[src/rtl/wptr_full_ctrl.sv]
// Write-domain pointer/status controller for the async FIFO: binary/Gray write pointer,
// read-pointer synchroniser, full / almost_full / fill count and sticky overflow.
module wptr_full_ctrl #(
   parameter int unsigned PTR_WIDTH    = 4,
   parameter int unsigned SYNC_STAGES  = 2,
   parameter int unsigned AFULL_THRESH = 12
) (
   input  logic                 wclk,
   input  logic                 wrst,
   input  logic                 w_en,
   input  logic [PTR_WIDTH:0]   g_rptr_async,
   input  logic                 ovf_clr,
   output logic [PTR_WIDTH:0]   b_wptr,
   output logic [PTR_WIDTH:0]   g_wptr,
   output logic                 full,
   output logic                 almost_full,
   output logic [PTR_WIDTH:0]   wr_count,
   output logic                 overflow
);

   localparam int unsigned PW = PTR_WIDTH + 1;

   logic [PW-1:0] sync_q [SYNC_STAGES];
   logic [PW-1:0] rq;
   logic [PW-1:0] rq_bin;
   logic [PW-1:0] b_wptr_nx;
   logic [PW-1:0] g_wptr_nx;
   logic [PW-1:0] cnt_nx;
   logic          wr_acc;
   logic          full_nx;
   logic          afull_nx;

   assign rq = sync_q[SYNC_STAGES-1];

   // Gray-to-binary: each binary bit is the XOR of all Gray bits at or above it.
   always_comb begin
      rq_bin = '0;
      for (int i = 0; i < int'(PW); i++) begin
         rq_bin[i] = ^(rq >> i);
      end
   end

   assign wr_acc    = w_en & ~full;
   assign b_wptr_nx = wr_acc ? b_wptr + PW'(1) : b_wptr;
   assign g_wptr_nx = b_wptr_nx ^ (b_wptr_nx >> 1);

   // Flags come from next-state pointers so they line up with the pointer move.
   assign full_nx  = (g_wptr_nx == {~rq[PW-1:PW-2], rq[PW-3:0]});
   assign cnt_nx   = b_wptr_nx - rq_bin;
   assign afull_nx = (cnt_nx >= PW'(AFULL_THRESH));

   always_ff @(posedge wclk) begin
      if (wrst) begin
         for (int i = 0; i < int'(SYNC_STAGES); i++) begin
            sync_q[i] <= '0;
         end
      end else begin
         sync_q[0] <= g_rptr_async;
         for (int i = 1; i < int'(SYNC_STAGES); i++) begin
            sync_q[i] <= sync_q[i-1];
         end
      end
   end

   always_ff @(posedge wclk) begin
      if (wrst) begin
         b_wptr      <= '0;
         g_wptr      <= '0;
         full        <= 1'b0;
         almost_full <= 1'b0;
         wr_count    <= '0;
         overflow    <= 1'b0;
      end else begin
         b_wptr      <= b_wptr_nx;
         g_wptr      <= g_wptr_nx;
         full        <= full_nx;
         almost_full <= afull_nx;
         wr_count    <= cnt_nx;
         // A rejected write sets the flag even when a clear arrives on the same edge.
         if (w_en && full) begin
            overflow <= 1'b1;
         end else if (ovf_clr) begin
            overflow <= 1'b0;
         end
      end
   end

endmodule

[config.mk]
export PLATFORM = sky130hd
export DESIGN_NAME = wptr_full_ctrl
export DESIGN_NICKNAME = d
export VERILOG_FILES = /design/src/rtl/wptr_full_ctrl.sv
export SDC_FILE = /design/constraint.sdc
export NUM_CORES = 1
export LEC_CHECK = 0
export CORE_ASPECT_RATIO = 0.5
export CORE_MARGIN = 10
export CORE_UTILIZATION = 40
export CTS_CLUSTER_SIZE = 40
export DETAILED_ROUTE_END_ITERATION = 10
export GPL_TIMING_DRIVEN = 0
export HOLD_SLACK_MARGIN = 0.15
export PLACE_DENSITY = 0.73
export REMOVE_ABC_BUFFERS = 1
export SETUP_SLACK_MARGIN = 0.05
export SYNTH_ARGS = -nofsm -noshare
export SYNTH_HDL_FRONTEND = slang
export SYNTH_SLANG_ARGS = --single-unit
[constraint.sdc]
create_clock -name wclk -period 3.2 [get_ports wclk]
set_input_delay 0.32 -clock wclk [delete_from_list [all_inputs] [get_ports wclk]]
set_output_delay 0.32 -clock wclk [all_outputs]
set_load 0.005 [all_outputs]
==> impl_metrics.xml, run 1 <==
<?xml version="1.0" encoding="UTF-8"?>
<metrics>
  <group name="clocking">
    <metric name="h-tree-depth" unit="">1</metric>
    <metric name="number_of_setup_buffers_added_after_cts" unit="">0</metric>
    <metric name="post_cts_resize_count" unit="">0</metric>
    <metric name="cts.hold.buffers_added" unit="">0</metric>
    <metric name="clock-sinks" unit="">27</metric>
    <metric name="clock_pin_slew_reported_for_the_worst_setup_and_hold_paths_after_clock_tree_synthesis" unit="ns">0.09</metric>
    <metric name="clock-root-buffer" unit="">clkbuf_8</metric>
    <metric name="clkLatencyLatePin" unit="ns">0.28</metric>
    <metric name="tritoncts" unit="">done</metric>
    <metric name="cts_max_path_buffers" unit="">2</metric>
    <metric name="num_cts_buffers" unit="">3</metric>
  </group>
  <group name="synthesis">
    <metric name="synthCells" unit="">112</metric>
    <metric name="ys_ff_latch" unit="">27</metric>
    <metric name="seq_area_frac_synth" unit="%">45.67</metric>
    <metric name="ys_warn_count" unit="">0</metric>
    <metric name="netlist_top_cells_area" unit="">dfxtp_1 46%, xnor2_1 8.1%, xor2_1 6.7%</metric>
    <metric name="synth.cell_area" unit="µm²">1184</metric>
    <metric name="synth_cell_types" unit="">27</metric>
    <metric name="post-synth-top-area-cell" unit="">dfxtp_1</metric>
    <metric name="synth_largest_type_area_fraction" unit="%">45.67</metric>
    <metric name="synth.avg_cell_area" unit="µm²">10.57</metric>
  </group>
  <group name="worst_hold_path">
    <metric name="hold_class" unit="">flop to flop</metric>
    <metric name="min_path_cells" unit="">1</metric>
  </group>
  <group name="floorplanning">
    <metric name="die-area" unit="µm²">5667</metric>
    <metric name="effective_utilization_at_floorplan" unit="%">43.84</metric>
    <metric name="rows" unit="">13</metric>
    <metric name="ioPinCount" unit="">27</metric>
    <metric name="core_area" unit="µm²">2700</metric>
    <metric name="die_w" unit="µm">96.93</metric>
    <metric name="die_height" unit="µm">58.47</metric>
  </group>
  <group name="pwr">
    <metric name="ir_drop" unit="µV">219.2</metric>
    <metric name="leakage" unit="nW">0.6323</metric>
    <metric name="total_power" unit="mW">0.7509</metric>
    <metric name="p_per_area" unit="nW/µm²">492.8</metric>
  </group>
  <group name="finish">
    <metric name="final_common_cell" unit="">dfxtp_1</metric>
    <metric name="footprint_of_the_multi_input_gates" unit="µm²">609.3</metric>
    <metric name="fillers" unit="">251</metric>
    <metric name="antenna_cells_inserted" unit="">0</metric>
    <metric name="finalCoreUtilization" unit="%">56.44</metric>
    <metric name="layout.cells.most_common_list" unit="">27 x dfxtp_1, 26 x clkdlybuf4s50_1, 12 x nor2_1</metric>
    <metric name="areaGrowthSynthToFinish" unit="%">28.75</metric>
    <metric name="net_count_reported_at_finish" unit="">155</metric>
    <metric name="final_layout_size_suffix_gt1_share" unit="%">5.036</metric>
    <metric name="register_area" unit="µm²">540.5</metric>
  </group>
  <group name="setup_path">
    <metric name="cp_cell_sequence" unit="">xnor3_1, xor2_1, xnor2_1, ha_1, inv_1, fa_1, a21o_1, a21oi_1, xnor2_1, o22ai_1</metric>
    <metric name="reg2regPathDepth" unit="">10</metric>
    <metric name="critical_path.endpoint_type" unit="">flop</metric>
    <metric name="kind_of_launch_point_of_the_worst_setup_path" unit="">flop</metric>
    <metric name="timing.critical_path.max_delay_family" unit="">XOR/XNOR gates</metric>
    <metric name="crit_top_cell" unit="">xnor2_1</metric>
    <metric name="setup.worst_path.class" unit="">flop to flop</metric>
    <metric name="timing.critical_path.buf_inv" unit="">1</metric>
    <metric name="critPathSlowestCell" unit="">xnor3_1</metric>
    <metric name="r2r_setup_slack" unit="ns">0.39</metric>
    <metric name="worst-endpoint-required" unit="ns">3.33</metric>
    <metric name="timing.critical_path.depth" unit="">10</metric>
    <metric name="timing.critical_path.arrival" unit="ns">2.93</metric>
    <metric name="path_max_fanout" unit="">3</metric>
    <metric name="critical-path-max-stage-delay" unit="ns">0.48</metric>
  </group>
  <group name="routing">
    <metric name="initialDrtViolationCount" unit="">23</metric>
    <metric name="drtAntennaViolNets" unit="">0</metric>
    <metric name="detail_route.wl_per_cell" unit="µm">12.28</metric>
    <metric name="detail_route.first_pass.iterations" unit="">4</metric>
    <metric name="detail_route.drc_violations" unit="">0</metric>
    <metric name="postRouteWirelength" unit="µm">2161</metric>
    <metric name="vias" unit="">789</metric>
    <metric name="route.detailed.vias_per_inst" unit="">4.483</metric>
  </group>
  <group name="timing">
    <metric name="hold_viol_final" unit="">0</metric>
    <metric name="finalMaxSlewViolations" unit="">0</metric>
    <metric name="worstMarginPinSlew" unit="ns">0.9164</metric>
    <metric name="hold_slack" unit="ns">0.4413</metric>
    <metric name="finalSetupViolations" unit="">0</metric>
    <metric name="max-slew-margin-rel" unit="%">38.72</metric>
    <metric name="timing.final.ws_setup" unit="ns">0.3947</metric>
    <metric name="rsz0062_at_grt" unit="">false</metric>
    <metric name="timing.setup.tns" unit="ns">0</metric>
    <metric name="fin_skew" unit="ns">0.001655</metric>
    <metric name="maxClockFrequency" unit="MHz">356.5</metric>
    <metric name="timing.final.crit_share" unit="%">87.67</metric>
    <metric name="layout_min_cycle_time" unit="ns">2.805</metric>
  </group>
  <group name="global_route">
    <metric name="largest_net_degree_at_the_start_of_global_routing" unit="">28</metric>
    <metric name="first_global_vias" unit="">761</metric>
    <metric name="overflow" unit="">0</metric>
    <metric name="antenna_found_initial" unit="">0</metric>
    <metric name="grt_first_pass_wirelength" unit="µm">3663</metric>
    <metric name="use_met1" unit="%">9.603</metric>
    <metric name="global_routing_usage_summed_across_all_routing_layers" unit="%">8.207</metric>
    <metric name="grt-busiest-layer" unit="">met2</metric>
    <metric name="grt.met2_usage" unit="%">11.46</metric>
    <metric name="gr-usage-met3" unit="%">3.958</metric>
  </group>
  <group name="placement">
    <metric name="pre_cts_ws" unit="ns">0.2836</metric>
    <metric name="buffers_added_on_ports" unit="">26</metric>
    <metric name="hpwl" unit="µm">1658</metric>
    <metric name="place.gp.congestion" unit="">0.7494</metric>
  </group>
  <group name="status">
    <metric name="result_of_the_run" unit="">finished clean</metric>
  </group>
  <group name="run">
    <metric name="drv_cap" unit="">0</metric>
  </group>
</metrics>
[layer usage]
layer	part of all wire [%]	wire length, µm
met1	48	1048
met2	40	863
met3	8.6	186
met5	0	0
met4	2.9	63
[sequential cells by signal, indices dropped and copies added (netlist names)]
signal and flops:
almost_full 1, b_wptr 5, full 1, g_wptr 4
overflow 1, sync_q 10, wr_count 5
[power by group]
group,total [mW],leakage [nW],switching [mW],internal (mW)
clock,0.196,0.0217,0.107,0.0885
sequential,0.380,0.222,0.0134,0.367
combinational,0.175,0.388,0.0743,0.101
[per-stage QoR]
stage / instance area [µm²] / std cells
after detailed placement: 1475 / 172
after global placement: 1475 / 172
final: 1524 / 176
after global routing: 1524 / 176
after CTS: 1524 / 176
after floorplan: 1169 / 109
[worst register-to-register path: cells and delay by family, from the launching register on]
| kind | cells | cell delay (ns) |
|---|---|---|
| XOR/XNOR | 4 | 1.12 |
| AO/OA/AOI/OAI | 3 | 0.46 |
| adder cells (fa/ha/maj) | 2 | 0.61 |
| flip-flops | 1 | 0.40 |
| buffers and inverters | 1 | 0.06 |
[area by class of cell]
cell class | count | area share [%]
multi-input combinational | 77 | 39.98
sequential | 27 | 35.47
timing repair buffer | 26 | 17.08
tap | 37 | 3.038
clock buffer | 3 | 2.709
inverter | 5 | 1.232
clock inverter | 1 | 0.4926
[Yosys cell counts]
master	count
xor2_1	9
a31oi_1	1
nand3b_1	3
clkbuf_1	2
buf_4	1
nand2_1	2
dfxtp_1	27
inv_1	5
nor2b_1	11
mux2i_1	1
nand4_1	1
nor2_2	1
nor2_1	12
and4b_1	1
a21o_1	2
and2b_2	1
xnor2_1	11
nand2b_1	3
o21ai_0	1
ha_1	5
or3_1	1
a2111oi_2	1
o22ai_1	2
xnor3_1	3
a21oi_1	3
fa_1	1
nand3_1	1
[cell families (layout without fill, tap and decap cells)]
logic type,after synthesis,after routing,synth area share [%]
flops,27,27,45.67
compound gates,10,10,5.813
simple gates,37,37,17.34
fa+ha+maj,6,6,6.977
xor+xnor,23,23,20.51
buf+inv,8,35,2.855
mux,1,1,0.8457
[path summary, 6_finish.rpt]
| check | to | start |
|---|---|---|
| min reg2reg | sync_q[0][7] | sync_q[0][2] |
| max | almost_full | sync_q[0][8] |
| max reg2reg | almost_full | sync_q[0][8] |
| min | sync_q[0][7] | sync_q[0][2] |
Power figures use the tool's default switching activity.
==> run 2: changes to the inputs <==
==> constraint.sdc (replaced) <==
create_clock -name wclk -period 3.6 [get_ports wclk]
set_input_delay 0.36 -clock wclk [delete_from_list [all_inputs] [get_ports wclk]]
set_output_delay 0.36 -clock wclk [all_outputs]
set_load 0.005 [all_outputs]
==> results of run 2 <==
Same layout as run 1 (identical final DEF). Status: finished clean.
Main changes from that run: setup slack after placement 0.2836 ns -> 0.6436 ns; setup slack after layout 0.3947 ns -> 0.7947 ns; register-to-register setup slack 0.39 ns -> 0.79 ns; total power 0.7509 mW -> 0.6675 mW; worst IR drop on VDD 219.2 µV -> 194.8 µV
==> run 3: changes to the inputs <==
--- a/config.mk
+++ b/config.mk
@@ -12,7 +12,7 @@
 export DETAILED_ROUTE_END_ITERATION = 10
 export GPL_TIMING_DRIVEN = 0
 export HOLD_SLACK_MARGIN = 0.15
-export PLACE_DENSITY = 0.73
+export PLACE_DENSITY = 0.76
 export REMOVE_ABC_BUFFERS = 1
 export SETUP_SLACK_MARGIN = 0.05
 export SYNTH_ARGS = -nofsm -noshare
==> constraint.sdc (replaced) <==
create_clock -name wclk -period 2.55 [get_ports wclk]
set_input_delay 0.255 -clock wclk [delete_from_list [all_inputs] [get_ports wclk]]
set_output_delay 0.255 -clock wclk [all_outputs]
set_load 0.005 [all_outputs]
==> impl_metrics.xml, run 3 (synthesis results as in run 1) <==
<?xml version="1.0" encoding="UTF-8"?>
<metrics>
  <group name="finish">
    <metric name="antenna_cells_inserted" unit="">0</metric>
    <metric name="footprint_of_the_multi_input_gates" unit="µm²">656.9</metric>
    <metric name="layout.cells.most_common_list" unit="">26 x clkdlybuf4s50_1, 23 x dfxtp_1, 12 x nor2_1</metric>
    <metric name="final_layout_size_suffix_gt1_share" unit="%">17.93</metric>
    <metric name="register_area" unit="µm²">545.5</metric>
    <metric name="fillers" unit="">224</metric>
    <metric name="areaGrowthSynthToFinish" unit="%">37.00</metric>
    <metric name="largest_register_ff_count" unit="">10</metric>
    <metric name="net_count_reported_at_finish" unit="">161</metric>
    <metric name="regMostFlops" unit="">sync_q</metric>
    <metric name="reg.largest.list" unit="">sync_q x10, b_wptr x5, wr_count x5</metric>
    <metric name="final_common_cell" unit="">clkdlybuf4s50_1</metric>
  </group>
  <group name="floorplanning">
    <metric name="rows" unit="">13</metric>
    <metric name="effective_utilization_at_floorplan" unit="%">43.84</metric>
    <metric name="core_area" unit="µm²">2700</metric>
    <metric name="die_w" unit="µm">96.93</metric>
    <metric name="die_height" unit="µm">58.47</metric>
    <metric name="die-area" unit="µm²">5667</metric>
    <metric name="ioPinCount" unit="">27</metric>
  </group>
  <group name="setup_path">
    <metric name="critical_path.endpoint_type" unit="">flop</metric>
    <metric name="kind_of_launch_point_of_the_worst_setup_path" unit="">flop</metric>
    <metric name="r2r-end" unit="">almost_full</metric>
    <metric name="worst-endpoint-required" unit="ns">2.68</metric>
    <metric name="critical-path-max-stage-delay" unit="ns">0.45</metric>
    <metric name="critical_path.reg2reg.startpoint" unit="">sync_q[0][9]</metric>
    <metric name="timing.critical_path.max_delay_family" unit="">XOR/XNOR gates</metric>
    <metric name="timing.critical_path.buf_inv" unit="">1</metric>
    <metric name="timing.critical_path.arrival" unit="ns">2.65</metric>
    <metric name="critPathSlowestCell" unit="">xnor3_2</metric>
    <metric name="setup.worst_path.class" unit="">flop to flop</metric>
    <metric name="reg2regPathDepth" unit="">10</metric>
    <metric name="path_max_fanout" unit="">2</metric>
    <metric name="r2r_setup_slack" unit="ns">0.03</metric>
    <metric name="cp_cell_sequence" unit="">xnor3_2, xor2_2, xnor2_1, ha_2, inv_2, fa_2, a21o_1, a21oi_2, xnor2_2, o22ai_1</metric>
  </group>
  <group name="global_route">
    <metric name="largest_net_degree_at_the_start_of_global_routing" unit="">28</metric>
    <metric name="global_routing_usage_summed_across_all_routing_layers" unit="%">8.052</metric>
    <metric name="overflow" unit="">0</metric>
    <metric name="first_global_vias" unit="">826</metric>
    <metric name="antenna_found_initial" unit="">0</metric>
    <metric name="grt_first_pass_wirelength" unit="µm">3795</metric>
  </group>
  <group name="run">
    <metric name="drv_cap" unit="">0</metric>
  </group>
  <group name="timing">
    <metric name="finalSetupViolations" unit="">0</metric>
    <metric name="timing.final.crit_share" unit="%">98.91</metric>
    <metric name="worstMarginPinSlew" unit="ns">0.9088</metric>
    <metric name="timing.setup.tns" unit="ns">0</metric>
    <metric name="layout_min_cycle_time" unit="ns">2.522</metric>
    <metric name="maxClockFrequency" unit="MHz">396.5</metric>
    <metric name="hold_viol_final" unit="">0</metric>
    <metric name="hold_slack" unit="ns">0.4437</metric>
    <metric name="rsz0062_at_grt" unit="">true</metric>
    <metric name="fin_skew" unit="ns">0.007883</metric>
    <metric name="max-slew-margin-rel" unit="%">39.22</metric>
    <metric name="finalMaxSlewViolations" unit="">0</metric>
  </group>
  <group name="clocking">
    <metric name="num_cts_buffers" unit="">3</metric>
    <metric name="clock-sinks" unit="">27</metric>
    <metric name="clock-root-buffer" unit="">clkbuf_8</metric>
    <metric name="cts_max_path_buffers" unit="">2</metric>
    <metric name="h-tree-depth" unit="">1</metric>
    <metric name="clock_pin_slew_reported_for_the_worst_setup_and_hold_paths_after_clock_tree_synthesis" unit="ns">0.09</metric>
    <metric name="clkLatencyLatePin" unit="ns">0.27</metric>
    <metric name="tritoncts" unit="">done</metric>
    <metric name="cts.hold.buffers_added" unit="">0</metric>
  </group>
  <group name="pwr">
    <metric name="ir_drop" unit="µV">327.0</metric>
    <metric name="leakage" unit="nW">0.6660</metric>
    <metric name="p_per_area" unit="nW/µm²">604.0</metric>
  </group>
  <group name="status">
    <metric name="result_of_the_run" unit="">finished clean</metric>
  </group>
  <group name="routing">
    <metric name="detail_route.drc_violations" unit="">0</metric>
    <metric name="route.detailed.vias_per_inst" unit="">4.588</metric>
    <metric name="initialDrtViolationCount" unit="">24</metric>
    <metric name="vias" unit="">835</metric>
    <metric name="drtAntennaViolNets" unit="">0</metric>
    <metric name="detail_route.wl_per_cell" unit="µm">13.18</metric>
    <metric name="postRouteWirelength" unit="µm">2398</metric>
    <metric name="detail_route.first_pass.iterations" unit="">4</metric>
  </group>
  <group name="placement">
    <metric name="hpwl" unit="µm">1724</metric>
    <metric name="place.gp.congestion" unit="">0.7245</metric>
    <metric name="buffers_added_on_ports" unit="">26</metric>
  </group>
  <group name="worst_hold_path">
    <metric name="hold_class" unit="">flop to flop</metric>
    <metric name="hold_end" unit="">sync_q[0][5]</metric>
    <metric name="min_path_cells" unit="">1</metric>
    <metric name="timing.hold.worst.start" unit="">sync_q[0][0]</metric>
  </group>
</metrics>
run 3: cell type report:
type	count	share of cell area, %
Clock buffer	3	2.546
Tap cell	37	2.855
Timing Repair Buffer	32	18.83
Clock inverter	1	0.4630
Multi-Input combinational cell	77	40.51
Inverter	5	1.157
Sequential cell	27	33.64
run 3: metrics by stage:
stage	instance area, µm²	cells	power (mW)	util [%]	setup WS (ns)
6_report	1622	182	0.9794	60.06	0.02786
5_1_grt	1622	182	1.037	60.06	-0.04169
4_1_cts	1589	180	0.9794	58.85	0.05349
3_5_place_dp	1475	172	0.7103	54.63	-0.3136
3_3_place_gp	1475	172	0.7056	54.63	-0.2513
2_1_floorplan	1169	109	0.6050	-	-0.03565
run 3: per-layer routing:
layer | vias up | wire, µm | GRT usage (%) | share of wire [%]
li1 | 428 | - | - | -
met4 | 0 | 28 | 3.132 | 1.2
met3 | 2 | 200 | 4.191 | 8.3
met2 | 22 | 1035 | 12.50 | 43
met5 | - | 0 | 0 | 0
met1 | 383 | 1134 | 9.319 | 47
run 3: timing repair:
action / in CTS / in global routing
endpoints found under the setup margin: 2 / 3
buffers inserted: 4 / 2
pin swaps: 7 / 2
hold endpoints to repair: 0 / 0
gates resized for setup: 10 / 4
run 3: where the power goes:
| group | internal [mW] | switching, mW | total [mW] |
|---|---|---|---|
| clock network | 0.111 | 0.133 | 0.244 |
| registers | 0.461 | 0.0175 | 0.478 |
| logic | 0.150 | 0.107 | 0.257 |
| total | 0.722 | 0.257 | 0.979 |
run 3: worst max path at each step:
stage                       startpoint           to  slack, ns  cells after the start
final                     sync_q[0][9]  almost_full       0.03                     10
after global routing      sync_q[0][9]  almost_full      -0.04                     10
after CTS                 sync_q[0][9]  almost_full       0.05                     10
after detailed placement  sync_q[0][8]  almost_full      -0.31                     10
after global placement            w_en  almost_full      -0.25                      9
after floorplan           sync_q[0][8]  almost_full      -0.04                     10
